**src/rtl/miner_job_sequencer_pkg.sv**
```systemverilog
// Shared state encoding, result status codes and job byte layout for the miner job sequencer.
// Field offsets are byte positions from the first byte of the 80-byte job stream.
package miner_pkg;

  typedef enum logic [2:0] {
    IDLE,
    LOAD,
    START,
    RUN,
    REPORT
  } state_t;

  localparam logic [7:0] STATUS_FOUND     = 8'hA5;
  localparam logic [7:0] STATUS_EXHAUSTED = 8'h5A;

  localparam int JOB_BYTES    = 80;
  localparam int RESULT_BYTES = 5;
  localparam int JOB_BITS     = JOB_BYTES * 8;

  localparam int OFF_DIGEST_INITIAL = 0;
  localparam int OFF_DIGEST         = 32;
  localparam int OFF_MERKLE         = 64;
  localparam int OFF_TIME           = 68;
  localparam int OFF_TARGET         = 72;
  localparam int OFF_NONCE          = 76;

  // The first streamed byte ends up in the top byte of the job register.
  function automatic int field_msb(input int byte_off);
    return JOB_BITS - 1 - 8 * byte_off;
  endfunction

endpackage

```
**src/rtl/miner_job_sequencer_if.sv**
```systemverilog
// Receive/transmit byte handshakes and hasher job/result bus of the miner job sequencer.
// master is the sequencer side; slave is the side facing uart and hasher.
interface miner_job_sequencer_if;
  logic         rx_valid;
  logic [7:0]   rx_data;
  logic         rx_ready;
  logic         tx_valid;
  logic [7:0]   tx_data;
  logic         tx_ready;
  logic         hash_write_en;
  logic [255:0] hash_digest_initial;
  logic [255:0] hash_digest;
  logic [31:0]  hash_merkle;
  logic [31:0]  hash_time;
  logic [31:0]  hash_target;
  logic [31:0]  hash_nonce;
  logic         hash_valid;
  logic [31:0]  hash_nonce_out;

  modport master (
    input  rx_valid, rx_data, tx_ready, hash_valid, hash_nonce_out,
    output rx_ready, tx_valid, tx_data, hash_write_en,
           hash_digest_initial, hash_digest, hash_merkle, hash_time, hash_target, hash_nonce
  );

  modport slave (
    output rx_valid, rx_data, tx_ready, hash_valid, hash_nonce_out,
    input  rx_ready, tx_valid, tx_data, hash_write_en,
           hash_digest_initial, hash_digest, hash_merkle, hash_time, hash_target, hash_nonce
  );
endinterface

```
**src/rtl/miner_job_sequencer_result_packer.sv**
```systemverilog
// Serialises status + nonce as 5 bytes; first byte valid the cycle after load, one byte per cycle.
// tx_data is held while tx_ready is low; done strobes on the final handshake.
module result_packer
  import miner_pkg::*;
(
  input  logic        clk,
  input  logic        rst,
  input  logic        load,
  input  logic [7:0]  load_status,
  input  logic [31:0] load_nonce,
  input  logic        tx_ready,
  output logic        tx_valid,
  output logic [7:0]  tx_data,
  output logic [7:0]  status,
  output logic        done
);

  localparam logic [2:0] LAST_IDX = 3'(RESULT_BYTES - 1);

  logic [2:0]  idx;
  logic [31:0] nonce_q;

  always_ff @(posedge clk) begin
    if (rst) begin
      tx_valid <= 1'b0;
      idx      <= '0;
      status   <= '0;
      nonce_q  <= '0;
    end else if (load) begin
      tx_valid <= 1'b1;
      idx      <= '0;
      status   <= load_status;
      nonce_q  <= load_nonce;
    end else if (tx_valid && tx_ready) begin
      if (idx == LAST_IDX) begin
        tx_valid <= 1'b0;
        idx      <= '0;
      end else begin
        idx <= idx + 3'd1;
      end
    end
  end

  always_comb begin
    tx_data = status;
    case (idx)
      3'd1:    tx_data = nonce_q[31:24];
      3'd2:    tx_data = nonce_q[23:16];
      3'd3:    tx_data = nonce_q[15:8];
      3'd4:    tx_data = nonce_q[7:0];
      default: tx_data = status;
    endcase
  end

  assign done = tx_valid && tx_ready && (idx == LAST_IDX);

endmodule

```
**src/rtl/miner_job_sequencer.sv**
```systemverilog
// Loads an 80-byte job, strobes the hasher, watches a cycle budget and reports 5 result bytes; rx stalls outside IDLE/LOAD.
// MINER_JOB_SEQUENCER_RX_GAP_EN enables the receive-gap abort in LOAD (err pulse); otherwise err is 0.
module miner_job_sequencer
  import miner_pkg::*;
#(
  parameter logic [31:0] TIMEOUT_CYCLES = 32'd100_000_000,
  parameter logic [23:0] RX_GAP_CYCLES  = 24'd1_000_000
) (
  input  logic                  clk,
  input  logic                  rst,
  miner_job_sequencer_if.master bus,
  output logic                  busy,
  output logic                  found,
  output logic                  err
);

  localparam logic [6:0] LAST_BYTE = 7'(JOB_BYTES - 1);
  localparam int MSB_DI = field_msb(OFF_DIGEST_INITIAL);
  localparam int MSB_DG = field_msb(OFF_DIGEST);
  localparam int MSB_MK = field_msb(OFF_MERKLE);
  localparam int MSB_TM = field_msb(OFF_TIME);
  localparam int MSB_TG = field_msb(OFF_TARGET);
  localparam int MSB_NC = field_msb(OFF_NONCE);

  state_t              state;
  logic [JOB_BITS-1:0] job_q;
  logic [JOB_BITS-1:0] job_shift;
  logic [6:0]          byte_cnt;
  logic [31:0]         cycle_cnt;
  logic                write_en_q;
  logic                rx_fire;
  logic                pack_load;
  logic [7:0]          pack_load_status;
  logic [31:0]         pack_load_nonce;
  logic [7:0]          pack_status;
  logic                pack_done;

`ifdef MINER_JOB_SEQUENCER_RX_GAP_EN
  // Bytes assemble in a staging copy so an aborted load leaves the previous job intact.
  logic [JOB_BITS-1:0] job_stage;
  logic [23:0]         gap_cnt;
  logic                err_q;
  assign job_shift = {job_stage[JOB_BITS-9:0], bus.rx_data};
  assign err       = err_q;
`else
  logic [23:0] rx_gap_unused;
  assign rx_gap_unused = RX_GAP_CYCLES;
  assign job_shift     = {job_q[JOB_BITS-9:0], bus.rx_data};
  assign err           = 1'b0;
`endif

  assign bus.rx_ready = !rst && (state == IDLE || state == LOAD);
  assign rx_fire      = bus.rx_valid && bus.rx_ready;

  // A find on the budget's last cycle still reports as found.
  assign pack_load        = (state == RUN) && (bus.hash_valid || cycle_cnt == TIMEOUT_CYCLES - 32'd1);
  assign pack_load_status = bus.hash_valid ? STATUS_FOUND : STATUS_EXHAUSTED;
  assign pack_load_nonce  = bus.hash_valid ? bus.hash_nonce_out : 32'd0;

  always_ff @(posedge clk) begin
    if (rst) begin
      state      <= IDLE;
      job_q      <= '0;
      byte_cnt   <= '0;
      cycle_cnt  <= '0;
      write_en_q <= 1'b0;
      busy       <= 1'b0;
      found      <= 1'b0;
`ifdef MINER_JOB_SEQUENCER_RX_GAP_EN
      job_stage  <= '0;
      gap_cnt    <= '0;
      err_q      <= 1'b0;
`endif
    end else begin
      write_en_q <= 1'b0;
`ifdef MINER_JOB_SEQUENCER_RX_GAP_EN
      err_q      <= 1'b0;
`endif
      case (state)
        IDLE: begin
          if (rx_fire) begin
`ifdef MINER_JOB_SEQUENCER_RX_GAP_EN
            job_stage <= job_shift;
            gap_cnt   <= '0;
`else
            job_q     <= job_shift;
`endif
            byte_cnt <= 7'd1;
            busy     <= 1'b1;
            state    <= LOAD;
          end
        end
        LOAD: begin
          if (rx_fire) begin
`ifdef MINER_JOB_SEQUENCER_RX_GAP_EN
            job_stage <= job_shift;
            gap_cnt   <= '0;
            if (byte_cnt == LAST_BYTE) job_q <= job_shift;
`else
            job_q     <= job_shift;
`endif
            byte_cnt <= byte_cnt + 7'd1;
            if (byte_cnt == LAST_BYTE) begin
              write_en_q <= 1'b1;
              state      <= START;
            end
          end
`ifdef MINER_JOB_SEQUENCER_RX_GAP_EN
          else if (gap_cnt == RX_GAP_CYCLES - 24'd1) begin
            byte_cnt <= '0;
            gap_cnt  <= '0;
            err_q    <= 1'b1;
            busy     <= 1'b0;
            state    <= IDLE;
          end else begin
            gap_cnt <= gap_cnt + 24'd1;
          end
`endif
        end
        START: begin
          found     <= 1'b0;
          cycle_cnt <= '0;
          state     <= RUN;
        end
        RUN: begin
          cycle_cnt <= cycle_cnt + 32'd1;
          if (pack_load) state <= REPORT;
        end
        REPORT: begin
          if (pack_done) begin
            found <= (pack_status == STATUS_FOUND);
            busy  <= 1'b0;
            state <= IDLE;
          end
        end
        default: state <= IDLE;
      endcase
    end
  end

  assign bus.hash_write_en       = write_en_q;
  assign bus.hash_digest_initial = job_q[MSB_DI -: 256];
  assign bus.hash_digest         = job_q[MSB_DG -: 256];
  assign bus.hash_merkle         = job_q[MSB_MK -: 32];
  assign bus.hash_time           = job_q[MSB_TM -: 32];
  assign bus.hash_target         = job_q[MSB_TG -: 32];
  assign bus.hash_nonce          = job_q[MSB_NC -: 32];

  result_packer u_result_packer (
    .clk         (clk),
    .rst         (rst),
    .load        (pack_load),
    .load_status (pack_load_status),
    .load_nonce  (pack_load_nonce),
    .tx_ready    (bus.tx_ready),
    .tx_valid    (bus.tx_valid),
    .tx_data     (bus.tx_data),
    .status      (pack_status),
    .done        (pack_done)
  );

endmodule

```
**src/flat_wrapper.sv**
```systemverilog
// flat-port wrapper written by rule: the top's interface ports become plain ports
module miner_job_sequencer_flat import miner_pkg::*;
#(
  parameter logic [31:0] TIMEOUT_CYCLES = 32'd100_000_000,
  parameter logic [23:0] RX_GAP_CYCLES  = 24'd1_000_000
)
  (clk, rst, busy, found, err, bus_rx_valid, bus_rx_data, bus_tx_ready, bus_hash_valid, bus_hash_nonce_out, bus_rx_ready, bus_tx_valid, bus_tx_data, bus_hash_write_en, bus_hash_digest_initial, bus_hash_digest, bus_hash_merkle, bus_hash_time, bus_hash_target, bus_hash_nonce);
  miner_job_sequencer_if bus_i ();
  input  logic clk;
  input  logic rst;
  output logic busy;
  output logic found;
  output logic err;
  input wire logic [$bits(bus_i.rx_valid)-1:0] bus_rx_valid;
  input wire logic [$bits(bus_i.rx_data)-1:0] bus_rx_data;
  input wire logic [$bits(bus_i.tx_ready)-1:0] bus_tx_ready;
  input wire logic [$bits(bus_i.hash_valid)-1:0] bus_hash_valid;
  input wire logic [$bits(bus_i.hash_nonce_out)-1:0] bus_hash_nonce_out;
  output wire logic [$bits(bus_i.rx_ready)-1:0] bus_rx_ready;
  output wire logic [$bits(bus_i.tx_valid)-1:0] bus_tx_valid;
  output wire logic [$bits(bus_i.tx_data)-1:0] bus_tx_data;
  output wire logic [$bits(bus_i.hash_write_en)-1:0] bus_hash_write_en;
  output wire logic [$bits(bus_i.hash_digest_initial)-1:0] bus_hash_digest_initial;
  output wire logic [$bits(bus_i.hash_digest)-1:0] bus_hash_digest;
  output wire logic [$bits(bus_i.hash_merkle)-1:0] bus_hash_merkle;
  output wire logic [$bits(bus_i.hash_time)-1:0] bus_hash_time;
  output wire logic [$bits(bus_i.hash_target)-1:0] bus_hash_target;
  output wire logic [$bits(bus_i.hash_nonce)-1:0] bus_hash_nonce;
  assign bus_i.rx_valid = bus_rx_valid;
  assign bus_i.rx_data = bus_rx_data;
  assign bus_i.tx_ready = bus_tx_ready;
  assign bus_i.hash_valid = bus_hash_valid;
  assign bus_i.hash_nonce_out = bus_hash_nonce_out;
  assign bus_rx_ready = bus_i.rx_ready;
  assign bus_tx_valid = bus_i.tx_valid;
  assign bus_tx_data = bus_i.tx_data;
  assign bus_hash_write_en = bus_i.hash_write_en;
  assign bus_hash_digest_initial = bus_i.hash_digest_initial;
  assign bus_hash_digest = bus_i.hash_digest;
  assign bus_hash_merkle = bus_i.hash_merkle;
  assign bus_hash_time = bus_i.hash_time;
  assign bus_hash_target = bus_i.hash_target;
  assign bus_hash_nonce = bus_i.hash_nonce;
  miner_job_sequencer #(.TIMEOUT_CYCLES(TIMEOUT_CYCLES), .RX_GAP_CYCLES(RX_GAP_CYCLES)) u_core (.clk(clk), .rst(rst), .bus(bus_i), .busy(busy), .found(found), .err(err));
endmodule
```
**config.mk**
```make
export PLATFORM = sky130hd
export DESIGN_NAME = miner_job_sequencer_flat
export DESIGN_NICKNAME = d
export VERILOG_FILES = /design/src/rtl/miner_job_sequencer_pkg.sv /design/src/rtl/miner_job_sequencer_if.sv /design/src/rtl/miner_job_sequencer_result_packer.sv /design/src/rtl/miner_job_sequencer.sv /design/src/flat_wrapper.sv
export SDC_FILE = /design/constraint.sdc
export NUM_CORES = 1
export LEC_CHECK = 0
export BUFFER_PORTS_ARGS = -buffer_cell sky130_fd_sc_hd__buf_2
export CAP_MARGIN = 5
export CORE_AREA = 3 3 271 273
export CTS_BUF_LIST = sky130_fd_sc_hd__clkbuf_8
export CTS_CLUSTER_SIZE = 10
export DETAILED_ROUTE_END_ITERATION = 6
export DIE_AREA = 0 0 274 276
export HOLD_SLACK_MARGIN = 0.06
export PLACE_DENSITY = 0.57
export SLEW_MARGIN = 30
export SYNTH_ARGS = -nofsm -noshare
export SYNTH_HDL_FRONTEND = slang
export SYNTH_SLANG_ARGS = --single-unit
```
**constraint.sdc**
```tcl
create_clock -name clk -period 4.3 [get_ports clk]
set_input_delay 0.86 -clock clk [delete_from_list [all_inputs] [get_ports clk]]
set_output_delay 0.86 -clock clk [all_outputs]
set_load 0.02 [all_outputs]
```
==> results of run 1 <==
==> layout make-up <==
type | count | area share
Sequential cell | 723 | 0.454
Antenna cell | 1 | 0.0000784
Inverter | 11 | 0.00153
Clock inverter | 61 | 0.00906
Tap cell | 950 | 0.0372
Multi-Input combinational cell | 2241 | 0.315
Timing Repair Buffer | 736 | 0.125
Clock buffer | 136 | 0.0587
==> flip-flops by register name, summed over array words and instances, names as in the netlist, 2 cells and up <==
register / flops
u_core.cycle_cnt: 32
u_core.state: 3
u_core.byte_cnt: 7
u_core.u_result_packer.status: 2
u_core.u_result_packer.idx: 3
u_core.job_q: 640
u_core.u_result_packer.nonce_q: 32
==> cell usage in the layout (no fill, tap or decap), drive strengths merged, types with 2 or more instances in the layout <==
cell type  synthesis  routed
ha                 7       7
or4                2       2
a31oi              2       2
nand3             32      32
a211oi             2       2
a22oi              8       8
buf              101     736
or2                4       4
mux2               3       3
and2               3       3
nand2           1306    1306
o41ai              5       5
nor4               5       5
nor2              32      32
or3                9       9
o31ai              2       2
nor3              10      10
nor4b              2       2
o311ai             2       2
or3b               2       2
o21ai            659     659
a22o              33      33
o2111ai            5       5
a21oi             50      50
nand4             17      17
clkinv             1       5
o211ai             9       9
dfxtp            723     723
nand3b             4       4
o21a               5       5
and3              12      12
inv               10      67
or4b               2       2
clkbuf           142     136
==> stage by stage <==
stage	std cells	setup slack, ps	hold WS [ps]	utilization	area (um^2)
detailed placement	4661	1270	447	0.417	29700
finish	4859	496	342	0.447	31900
CTS	4858	468	259	0.447	31900
global route	4859	225	296	0.447	31900
floorplan	3218	1670	425	-	25600
global placement	4661	1350	441	0.417	29700
==> logic make-up after synthesis <==
| group | after synthesis | share of synthesized area |
|---|---|---|
| muxes | 3 | 0.00132 |
| and+or+nand+nor | 1445 | 0.223 |
| DFF | 723 | 0.565 |
| adders and majority gates | 7 | 0.00342 |
| buffers and inverters | 254 | 0.0428 |
| AOI/OAI and AO/OA | 785 | 0.164 |
| other | 1 | 0.000146 |
==> power by group <==
group / switching (mW) / internal [mW] / leakage, nW
Sequential: 0.0151 / 6.72 / 5.82
Combinational: 0.337 / 0.0823 / 6.35
Clock: 2.67 / 2.85 / 1.31
Total: 3.03 / 9.65 / 13.5
==> worst min-delay path by stage <==
stage                                     start                                 to  slack (ps)  depth (start not counted)
after floorplan              u_core.byte_cnt[6]                 u_core.byte_cnt[6]         430                          1
final                            bus_rx_data[3]                    u_core.job_q[3]         340                          3
after global routing      bus_hash_nonce_out[3]  u_core.u_result_packer.nonce_q[3]         300                          2
after CTS                        bus_rx_data[3]                    u_core.job_q[3]         260                          3
after detailed placement      u_core.job_q[475]                  u_core.job_q[483]         450                          2
after global placement        u_core.job_q[636]                  u_core.job_q[636]         440                          2
==> critical path, stage by stage (launching register included) <==
cell and delay, ps:
dfxtp_1 340, inv_1 90, ha_1 330, nor3_1 110, o21ai_1 510, nor2_1 210
a21oi_1 390, buf_2 250
==> layer usage <==
metal / part of all wire / track usage / vias up / routed length (um)
li1: - / - / 11800 / -
met1: 0.41 / 0.244 / 10200 / 33300
met2: 0.48 / 0.347 / 620 / 39100
met3: 0.076 / 0.0615 / 146 / 6210
met4: 0.034 / 0.0770 / 0 / 2770
met5: 0 / 0 / - / 0
==> metrics.md, run 1 <==
| Metric | Value |
|---|---|
| Outcome | `complete, no violations` |
| Setup TNS | `0 ps` |
| Vias | `between 20000 and 25000` |
| Clk root buf | `clkbuf_8` |
| CTS Hold Buffers Added | `0` |
| Mapped Area | `25600 um^2` |
| Clock Latency Late Sink | `730 ps` |
| Starting Density | `0.359` |
| Post-synthesis cell count | `roughly 3200` |
| Routed WL per cell | `approximately 17 um` |
| Post-CTS Resized | `0` |
| FF+latch area | `between 10000 and 15000 um^2` |
| Period utilisation layout | `0.885` |
| Synth cell types | `54` |
| Die H | `~280 um` |
| Register area share after synthesis | `0.565` |
| Syn avg cell area | `about 8 um^2` |
| Crit path to | `bus_tx_data[0]` |
| Vias in the first global route | `approximately 21000` |
| Die area | `approximately 76000 um^2` |
| Fin. Hold Viols | `0` |
| Most frequent cell after synthesis | `nand2_1` |
| Vias/cell | `between 4 and 5` |
| Chip Width | `274 um` |
| Post-DP HPWL | `between 50 and 60 mm` |
| Pleak | `roughly 13 nW` |
| Min Tclk post-route | `roughly 3800 ps` |
| R2R Setup Slk | `between 1500 and 2000 ps` |
| CTS H-tree depth | `3` |
| Pwr per Cell Area | `between 300 and 400 nW/um^2` |
| Layout cells sized above 1 | `0.229` |
| Worst-path clk slew | `around 60 ps` |
| Global-route wire length before repair | `124 mm` |
| Min-Delay Path Class | `in2reg` |
| Reg2reg start | `u_core.cycle_cnt[0]` |
| Final RePlAce weighted congestion | `0.851` |
| Gr ovfl total | `0` |
| PortBufs | `around 700` |
| Largest net degree at the start of global routing | `150` |
| Dominant cell type by area after synthesis | `dfxtp_1` |
| Final setup vio count | `0` |
| R2R cell count | `6` |
| Number of buffers created by CTS | `about 120` |
| Worst-Margin Slew | `between 900 and 1000 ps` |
| Max-slew headroom | `0.386` |
| Synth Warn # | `0` |
| Routed WL | `81.4 mm` |
| Initial antenna violation count | `1` |
| Max Slew Vio Count | `0` |
| Fin nets | `3883` |
| Routed Antenna Nets | `0` |
| RSZ-0062 raised after global routing | `no` |
| Register bit total from synthesis | `around 720` |
| Top_reg_cell synth | `dfxtp_1` |
| Drt first pass iters | `6` |
| Remaining routing DRC violations | `0` |
| Area of the core | `around 70000 um^2` |
| Critical Path Start | `u_core.u_result_packer.idx[0]` |
| Mapped Nets | `3270` |
| Clk buf depth | `3` |
| Synth top area share | `0.565` |
| Number of flops mapped to enable cells by yosys | `0` |
| Maximum VDD drop | `0.233 mV` |
| Critical path arrival | `approximately 3000 ps` |
| Post-synth top cells | `nand2_1, dfxtp_1, o21ai_1` |
| Global-route usage over all layers | `0.205` |
| Worst path required time | `roughly 3400 ps` |
| Initial DRC Count | `1750` |
| Startpoint Class | `flip-flop` |
| Fmax | `between 0.2 and 0.3 GHz` |
| Buffer count from post-CTS setup fixing | `0` |
| Crit path kind | `reg2out` |
| Fillers | `between 7000 and 8000` |
| Ys async rst share | `0` |
| Max-cap violations | `0` |
| CP Capture Type | `output port` |
| Worst R2R End | `u_core.u_result_packer.nonce_q[5]` |
| Crit-path max FO | `10` |
| Area Growth Syn to Fin | `24.6%` |
| Clock sink count | `between 700 and 800` |
| Multi-input logic area | `about 10000 um^2` |
| Synth area leaders | `dfxtp_1, nand2_1, o21ai_1` |
| Site Rows | `~100` |
| Final setup skew | `about 46 ps` |
| Final Power | `approximately 13 mW` |
| CTS tree | `yes` |
| I/O pins | `~700` |
No activity file was read; power rests on OpenSTA's default activity.
==> run 2, diff against run 1 <==
--- a/config.mk
+++ b/config.mk
@@ -7,14 +7,16 @@
 export LEC_CHECK = 0
 export BUFFER_PORTS_ARGS = -buffer_cell sky130_fd_sc_hd__buf_2
 export CAP_MARGIN = 5
-export CORE_AREA = 3 3 271 273
+export CORE_AREA = 3 3 272 274
 export CTS_BUF_LIST = sky130_fd_sc_hd__clkbuf_8
 export CTS_CLUSTER_SIZE = 10
 export DETAILED_ROUTE_END_ITERATION = 6
-export DIE_AREA = 0 0 274 276
+export DIE_AREA = 0 0 275 277
 export HOLD_SLACK_MARGIN = 0.06
-export PLACE_DENSITY = 0.57
+export PLACE_DENSITY = 0.58
+export SETUP_SLACK_MARGIN = 0.1
 export SLEW_MARGIN = 30
 export SYNTH_ARGS = -nofsm -noshare
 export SYNTH_HDL_FRONTEND = slang
+export SYNTH_HIERARCHICAL = 1
 export SYNTH_SLANG_ARGS = --single-unit
==> run 2 against run 1 <==
  * Via count is 3.6% higher
  * Die area is 0.73% higher
  * First-iteration DRC count decreased by 5.0%
  * Total power rose by 3.7%
  * Register-to-register slack worse by 470 ps
  * Area after synthesis up 3.0%
  * Clock skew increased by 12 ps
  * Critical path type unchanged
  * Critical endpoint is now bus_tx_data[5]
  * Largest cell class unchanged
  * Largest power group unchanged
==> metrics.md, run 2 <==
| Metric | Value |
|---|---|
| Outcome | `complete, no violations (unchanged)` |
| Sequential share of power | `0.517 (was 0.531)` |
| Fillers | `7274 (was 7367)` |
| Synth top area share | `0.554 (was 0.565)` |
| Die H | `277 um (was 276 um)` |
| Global-route wire length before repair | `123 mm (was 124 mm)` |
| Mapped Area | `26400 um^2 (was 25600 um^2)` |
| Max reg flops | `640 (unchanged)` |
| Post-synthesis cell count | `3309 (was 3218)` |
| Placement Setup Slack | `1390 ps (was 1270 ps)` |
| Drt first pass iters | `6 (unchanged)` |
| Post-CTS Resized | `0 (unchanged)` |
| Routed WL per cell | `16.1 um (was 16.8 um)` |
| Site Rows | `98 (unchanged)` |
| Final RePlAce weighted congestion | `0.841 (was 0.851)` |
| Worst path top cell family by delay | `simple AND/OR/NAND/NOR gates (was compound AO/OA/AOI/OAI gates)` |
| Vias in the first global route | `21700 (was 20600)` |
| Most common cell after layout, fill and taps aside | `nand2_1 (unchanged)` |
| Combinational share of power | `0.035 (was 0.033)` |
| R2R cell count | `6 (unchanged)` |
| Dominant cell type by area after synthesis | `dfxtp_1 (unchanged)` |
| Simple-Gate Fraction of Synth Area | `0.230 (was 0.223)` |
| Mapped Nets | `3361 (was 3270)` |
| Crit path kind | `reg2out (unchanged)` |
| Register bit total from synthesis | `729 (was 723)` |
| Post-synthesis mux area share | `0.0237 (was 0.00132)` |
| Fin. Hold Viols | `0 (unchanged)` |
| Number of buffers created by CTS | `118 (unchanged)` |
| Fmax | `0.277 GHz (was 0.263 GHz)` |
| Worst path required time | `3440 ps (about the same)` |
| Max Slew Vio Count | `0 (unchanged)` |
| Pwr per Cell Area | `402 nW/um^2 (was 397 nW/um^2)` |
| Global-route usage over all layers | `0.198 (was 0.205)` |
| Post-synth top cells | `nand2_1, dfxtp_1, o21ai_0 (was nand2_1, dfxtp_1, o21ai_1)` |
| Psw | `3.16 mW (was 3.03 mW)` |
| Remaining routing DRC violations | `0 (unchanged)` |
| Vias | `23600 (was 22800)` |
| RSZ-0062 raised after global routing | `no (unchanged)` |
| Vias/cell | `4.77 (was 4.69)` |
| Max-cap violations | `0 (unchanged)` |
| Most frequent cells in the layout | `nand2_1, dfxtp_1, buf_2 (unchanged)` |
| Routed WL | `79.8 mm (was 81.4 mm)` |
| CP Capture Type | `output port (unchanged)` |
| Post-synthesis compound-gate area fraction | `0.147 (was 0.164)` |
| Biggest regs | `u_core/job_q x640, u_core/cycle_cnt x32, u_core/u_result_packer/nonce_q x32 (was u_core.job_q x640, u_core.cycle_cnt x32, u_core.u_result_packer.nonce_q x32)` |
| Clock sink count | `729 (was 723)` |
| Max-slew headroom | `0.331 (was 0.386)` |
| Maximum VDD drop | `0.225 mV (was 0.233 mV)` |
| Initial antenna violation count | `2 (was 1)` |
| Final Power | `13.1 mW (was 12.7 mW)` |
| Switch share | `0.241 (was 0.239)` |
| CTS H-tree depth | `3 (unchanged)` |
| Critical path arrival | `2750 ps (was 2940 ps)` |
| Layout cells sized above 1 | `0.229 (about the same)` |
| PnR worst setup slack | `689 ps (was 496 ps)` |
| Critical path cell sequence | `inv_1 -> ha_1 -> or3_4 -> a21oi_4 -> mux2_2 -> buf_2 (was inv_1 -> ha_1 -> nor3_1 -> o21ai_1 -> nor2_1 -> a21oi_1 -> buf_2)` |
| Area of the core | `71600 um^2 (was 71400 um^2)` |
| Worst-path clk slew | `60 ps (about the same)` |
| Post-DP HPWL | `55.2 mm (was 58.6 mm)` |
| I/O pins | `699 (unchanged)` |
| Slowest cell delay on critical path | `420 ps (was 510 ps)` |
| PortBufs | `697 (unchanged)` |
| Worst path slowest cell | `or3_4 (was o21ai_1)` |
| XOR/XNOR share of the synthesized area | `0.000664 (was 0)` |
| Pleak | `13.6 nW (was 13.5 nW)` |
| Clk network pwr share | `0.448 (was 0.436)` |
| Setup TNS | `0 ps (unchanged)` |
| Reg with most FFs | `u_core/job_q (was u_core.job_q)` |
| CTS Hold Buffers Added | `0 (unchanged)` |
| Largest net degree at the start of global routing | `251 (was 150)` |
| Hold Path Cell Cnt | `3 (unchanged)` |
| Combinational family with the most area after synthesis | `simple AND/OR/NAND/NOR gates (unchanged)` |
| Syn avg cell area | `7.97 um^2 (was 7.96 um^2)` |
| Period utilisation layout | `0.840 (was 0.885)` |
| Worst path depth | `6 (was 7)` |
| CTS tree | `yes (unchanged)` |
| Area Growth Syn to Fin | `24.1% (was 24.6%)` |
| Starting Density | `0.368 (was 0.359)` |
| Clock Latency Late Sink | `710 ps (was 730 ps)` |
| Startpoint Class | `flip-flop (unchanged)` |
| Top_reg_cell synth | `dfxtp_1 (unchanged)` |
| Chip Width | `275 um (was 274 um)` |
| Number of flops mapped to enable cells by yosys | `0 (unchanged)` |
| Clk root buf | `clkbuf_8 (unchanged)` |
| Initial DRC Count | `1663 (was 1750)` |
| Die area | `76200 um^2 (was 75600 um^2)` |
| Gr ovfl total | `0 (unchanged)` |
| Adder-cell share of the synthesized area | `0.00332 (was 0.00342)` |
| Clk buf depth | `3 (unchanged)` |
| Most frequent cell after synthesis | `nand2_1 (unchanged)` |
| Fin nets | `3954 (was 3883)` |
| Routed Antenna Nets | `0 (unchanged)` |
| Synth Warn # | `6 (was 0)` |
| CP Buf/Inv Count | `2 (unchanged)` |
| Register area share after synthesis | `0.554 (was 0.565)` |
| Buffer count from post-CTS setup fixing | `0 (unchanged)` |
| Final setup vio count | `0 (unchanged)` |
| Crit-path max FO | `9 (was 10)` |
| Min-Delay Path Class | `in2reg (unchanged)` |
| Min Tclk post-route | `3610 ps (was 3800 ps)` |
| Ys async rst share | `0 (unchanged)` |
| Synth area leaders | `dfxtp_1, nand2_1, o21ai_0 (was dfxtp_1, nand2_1, o21ai_1)` |
| Final setup skew | `58.2 ps (was 46.1 ps)` |
| Worst-Margin Slew | `1000 ps (was 919 ps)` |
| Synth cell types | `55 (was 54)` |
| P_int | `9.98 mW (was 9.65 mW)` |
-- run 2: cells by family (layout without fill, tap and decap cells) --
logic type	after synthesis	after routing
compound gates	737	737
xor+xnor	2	2
fa+ha+maj	7	7
buf+inv	264	952
flops	729	729
mux	60	60
other cells	1	3
simple gates	1509	1509
-- run 2: worst min-delay path, cell delays in order --
cell and delay, ps:
buf_2 70, nand2_1 30, o21ai_0 60
-- run 2: final cells by class --
class	instances	area, um^2	share of cell area
clock inverter	66	312	0.00952
sequential	729	14600	0.446
multi-input combinational	2316	10700	0.326
inverter	14	60.1	0.00184
timing repair buffer	723	3820	0.117
antenna	2	5.00	0.000153
clock buffer	149	2050	0.0627
tap	950	1190	0.0363
-- run 2: layer usage --
| layer | wire [um] | up-vias | global-route usage |
|---|---|---|---|
| met5 | 0 | - | 0 |
| met4 | 2530 | 0 | 0.0729 |
| li1 | - | 12000 | - |
| met1 | 32800 | 10800 | 0.239 |
| met3 | 6630 | 147 | 0.0622 |
| met2 | 37900 | 666 | 0.329 |
-- run 2: power groups by stage --
| stage | Combinational (mW) | Sequential (mW) | Clock (mW) |
|---|---|---|---|
| detailed placement | 0.469 | 6.94 | 0 |
| floorplan | 0.340 | 6.95 | 0 |
| CTS | 0.469 | 6.79 | 6.07 |
| finish | 0.466 | 6.80 | 5.88 |
| global placement | 0.471 | 6.94 | 0 |
| global route | 0.522 | 6.79 | 6.37 |
-- run 2: stage by stage --
stage          cells   util  hold WS, ps  instance area [um^2]
3_5_place_dp    4732  0.424          448                 30300
6_report        4949  0.457          358                 32700
4_1_cts         4947  0.457          258                 32700
5_1_grt         4948  0.457          300                 32700
2_1_floorplan   3309      -          444                 26400
3_3_place_gp    4732  0.424          443                 30300
-- run 2: path summary, 6_finish.rpt --
check,from,to,slack (ps)
worst max-delay path,u_core/u_result_packer/idx[0],bus_tx_data[5],690
worst min-delay path,bus_rx_data[1],u_core/job_q[1],360
worst max register to register,u_core/cycle_cnt[12],u_core/u_result_packer/status[6],1490
worst min register to register,u_core/job_q[173],u_core/job_q[181],430
